==> config.mk <==
export PLATFORM = sky130hd
export DESIGN_NAME = j_pit_timer
export DESIGN_NICKNAME = d
export VERILOG_FILES = /design/src/rtl/j_pit_timer.sv
export SDC_FILE = /design/constraint.sdc
export NUM_CORES = 1
export LEC_CHECK = 0
export BUFFER_PORTS_ARGS = -buffer_cell sky130_fd_sc_hd__buf_2
export CAP_MARGIN = 20
export CORE_MARGIN = 1
export CORE_UTILIZATION = 53
export DETAILED_ROUTE_END_ITERATION = 10
export GPL_ROUTABILITY_DRIVEN = 0
export PLACE_DENSITY = 0.77
export SLEW_MARGIN = 30
export SYNTH_ARGS = -nofsm -noshare
export SYNTH_HDL_FRONTEND = slang
export SYNTH_SLANG_ARGS = --single-unit
==> constraint.sdc <==
create_clock -name sys_clk -period 7 [get_ports sys_clk]
set_input_delay 1.05 -clock sys_clk [delete_from_list [all_inputs] [get_ports sys_clk]]
set_output_delay 1.05 -clock sys_clk [all_outputs]
set_load 0.005 [all_outputs]
==> src/rtl/j_pit_timer.sv <==
// j_pit_timer: prescaled interval timer with periodic tick/irq pulses and live count readback
module j_pit_timer #(
  parameter int WIDTH = 16
) (
  input  logic             sys_clk,
  input  logic             resl,
  input  logic             pre_wr,
  input  logic             div_wr,
  input  logic [WIDTH-1:0] wr_data,
  output logic [WIDTH-1:0] pre_cnt,
  output logic [WIDTH-1:0] div_cnt,
  output logic             run,
  output logic             tick,
  output logic             irq
);
  logic [WIDTH-1:0] pre_reload, div_reload, pre_reload_d, div_reload_d, pre_cnt_d, div_cnt_d;
  logic pre_exp, div_exp;
  assign run = |div_reload;
  // any write in a cycle masks expiry, so a write always beats counting
  always_comb begin
    pre_exp = run && pre_cnt == '0 && !(pre_wr || div_wr);
    div_exp = pre_exp && div_cnt == '0;
    pre_reload_d = pre_wr ? wr_data : pre_reload;
    div_reload_d = div_wr ? wr_data : div_reload;
    pre_cnt_d = pre_wr ? wr_data : (div_wr || pre_exp) ? pre_reload : run ? pre_cnt - WIDTH'(1) : pre_cnt;
    div_cnt_d = div_wr ? wr_data : !pre_exp ? div_cnt : div_exp ? div_reload : div_cnt - WIDTH'(1);
  end
  always_ff @(posedge sys_clk or negedge resl) begin
    if (!resl) begin
      pre_reload <= '0;
      div_reload <= '0;
      pre_cnt <= '0;
      div_cnt <= '0;
      tick <= 1'b0;
      irq <= 1'b0;
    end else begin
      pre_reload <= pre_reload_d;
      div_reload <= div_reload_d;
      pre_cnt <= pre_cnt_d;
      div_cnt <= div_cnt_d;
      tick <= pre_exp;
      irq <= div_exp;
    end
  end
endmodule

==> flow_metrics.py <==
metrics = {
    "clock_network": {
        "cts.sinks": 66,
        "cts.repair_timing.setup_buffer_count": 0,
        "cts.root.buffer_cell": "clkbuf_8",
        "worst_skew_pair.late_latency_ns": 0.35,
        "post_cts_resize_count": 0,
        "ctsHtreeMaxLevel": 3,
        "number_of_hold_buffers_added_after_cts": 0,
        "clk_pin_slew_worst_paths_ns": 0.07,
        "tritoncts": "built",
        "numCtsBuffers": 9,
        "cts.path.max_buffers": 2,
    },
    "power": {
        "cellLeakagePower_nw": 1.82,
        "powerDensity_nw_per_um2": 234,
        "total_power_mw": 0.988,
        "vdd_drop_max_mv": 0.143,
    },
    "yosys": {
        "postSynthNetCount": 437,
        "postSynthAreaPerCell_um2": 8.94,
        "synth_sequential_area_ratio_pct": 44.6,
        "ys_seq_elements": 66,
        "warnings_from_yosys": 0,
        "syn-cell-area_um2": 3700,
        "yosys.cell_types.count": 59,
        "synth_edf_count": 0,
        "synth_top_area_share_pct": 44.6,
        "post_synth_main_area_contributors": "dfrtp_1 (45%), mux2_2 (4.9%), nand2_1 (4.8%), a21oi_1 (4.2%), nor2_1 (3.0%)",
        "synth-main-ff-cell": "dfrtp_1",
        "synth_top_area_cell": "dfrtp_1",
        "postSynth.asyncResetShare_pct": 100,
        "synthCells": 414,
    },
    "layout": {
        "fillerInstances": 593,
        "diodes": 0,
        "final_util_pct": 62.4,
        "multi_input_area_um2": 1860,
        "fin_nets": 483,
        "drive_gt1_share_pct": 20.7,
        "layout-area-overhead-vs-synth_pct": 13.9,
        "layout.cells.most_common": "dfrtp_1",
        "design_area_um2": 4210,
        "seqCellArea_um2": 1650,
        "layout.cells.most_common_list": "dfrtp_1 (66), buf_2 (54), nand2_1 (47), a21oi_1 (31), nor2_1 (30)",
    },
    "sta": {
        "fin_crit_sh_pct": 45.5,
        "fin_setup_tns_ns": 0,
        "finalSetupViolCount": 0,
        "slew_headroom_pct": 40.4,
        "number_of_failing_hold_endpoints_at_the_final_stage": 0,
        "setup_ws_ns": 3.82,
        "maxSlewViolCount": 0,
        "grt_setup_unrepaired": "no",
        "period_needed_ns": 3.18,
        "clock.fmax_mhz": 314,
        "clock_skew_ns": 0.00800,
        "worst_pin_slew_ns": 0.894,
    },
    "place": {
        "io_buffers": 54,
        "detailed_place.area_um2": 4000,
        "dpl_worst_slack_ns": 3.55,
        "dp_hpwl_mm": 7.01,
    },
    "setup_path": {
        "path_class": "reg2out",
        "crit_path_cell_trace": "nor4_1, and4_1, inv_2, buf_2",
        "critical_path_rt_ns": 5.95,
        "crit_family": "simple AND/OR/NAND/NOR gates",
        "timing.critical_path.to_type": "output port",
        "timing.critical_path.from_type": "flop",
        "timing.critical_path.slowest_cell_delay_ns": 0.55,
        "cpMaxStageDelayCell": "and4_1",
        "path_max_fanout": 10,
        "number_of_buffer_and_inverter_stages_on_the_critical_path": 2,
        "arrival_ns": 2.13,
    },
    "grt": {
        "vias_in_the_first_global_route": 3156,
        "grt_antenna_before_repair": 0,
        "grt_max_degree": 67,
        "grt_overflow_total": 0,
        "grt_pass1_wl_mm": 16.3,
        "overall_fraction_of_global_route_tracks_in_use_pct": 29.3,
    },
    "worst_hold_path": {
        "timing.hold.worst.class": "reg2reg",
    },
    "drt": {
        "drt_drc_violations_left": 0,
        "first_iter_violations": 413,
        "dr.pass1.iters": 5,
        "vias_per_cell": 6.51,
        "post_detailed_route_wirelength_per_cell_um": 18.7,
        "vias": 3539,
        "wirelength_mm": 10.2,
        "antenna_left": 0,
    },
    "die": {
        "chipWidth_um": 85.6,
        "floorplan.initialDensity_pct": 54.8,
        "fp.dieArea_um2": 7320,
        "number_of_placement_rows": 30,
        "placeable_area_um2": 6760,
        "die_height_um": 85.6,
        "io_pins": 55,
    },
    "job": {
        "max_capacitance_violation_count": 0,
    },
    "run_status": {
        "outcome": "finished, final reports clean",
    },
}
metal layers:
metal	global-route usage (%)	part of all wire [%]	vias up
li1	-	-	1616
met1	41.6	44	1654
met2	42.3	44	226
met3	4.81	7.5	43
met4	17.4	4.4	0
met5	0	0	-
cell usage after synthesis, types with 8 or more instances:
cell type	count
inv_1	23
dfrtp_1	66
a31oi_1	8
nor4_1	12
o21ai_1	12
a21oi_1	31
o21ai_0	19
nand3_1	11
nor2_1	30
mux2_2	16
nor3_1	14
clkbuf_1	12
nand2_1	47
cell families (layout without fill, tap and decap cells):
logic type,Yosys count,count (layout),share of synthesized area [%]
flip-flops,66,66,44.6
adder cells (fa/ha/maj),3,3,1.01
XOR/XNOR,7,7,1.66
AND/OR/NAND/NOR,148,148,20.0
AO/OA/AOI/OAI,128,128,22.8
buffers and inverters,46,96,5.07
multiplexers,16,16,4.87
metrics by stage:
step / instances / hold WS, ns
finish: 544 / 0.487
global route: 544 / 0.524
CTS: 544 / 0.486
detailed placement: 529 / 0.473
global placement: 529 / 0.460
floorplan: 414 / 0.442
where the power goes:
part | leakage, nW | internal (mW) | switching (mW)
Clock | 0.110 | 0.218 | 0.140
Combinational | 0.918 | 0.0719 | 0.0885
Sequential | 0.795 | 0.420 | 0.0493
Total | 1.82 | 0.710 | 0.278
cell type report:
type	count	area share, %
Multi-Input combinational cell	302	44.2
Sequential cell	66	39.2
Timing Repair Buffer	56	6.77
Clock buffer	13	3.77
Tap cell	80	2.38
Inverter	25	2.29
Clock inverter	2	1.43
worst min-delay path, delay by kind of cell, from the launching register on:
| family | cells | cell delay [ns] |
|---|---|---|
| flops | 1 | 0.33 |
| simple gates | 2 | 0.13 |
path summary, 6_finish.rpt:
check	depth (start not counted)	endpoint	start	slack (ns)
setup / recovery	4	run	div_reload[9]	3.82
hold / removal	2	pre_reload[9]	pre_reload[9]	0.49
setup reg to reg	7	pre_cnt[10]	div_reload[9]	4.08
hold reg to reg	2	pre_reload[9]	pre_reload[9]	0.49
max in group asynchronous	2	pre_reload[14]	resl	5.60
min in group asynchronous	2	pre_cnt[4]	resl	0.88
state kept, by name (all words and copies together) (netlist names):
signal / cells
pre_reload: 16
pre_cnt: 16
div_reload: 16
irq: 1
tick: 1
div_cnt: 16
Note: power is estimated with default switching activity, not from simulation.
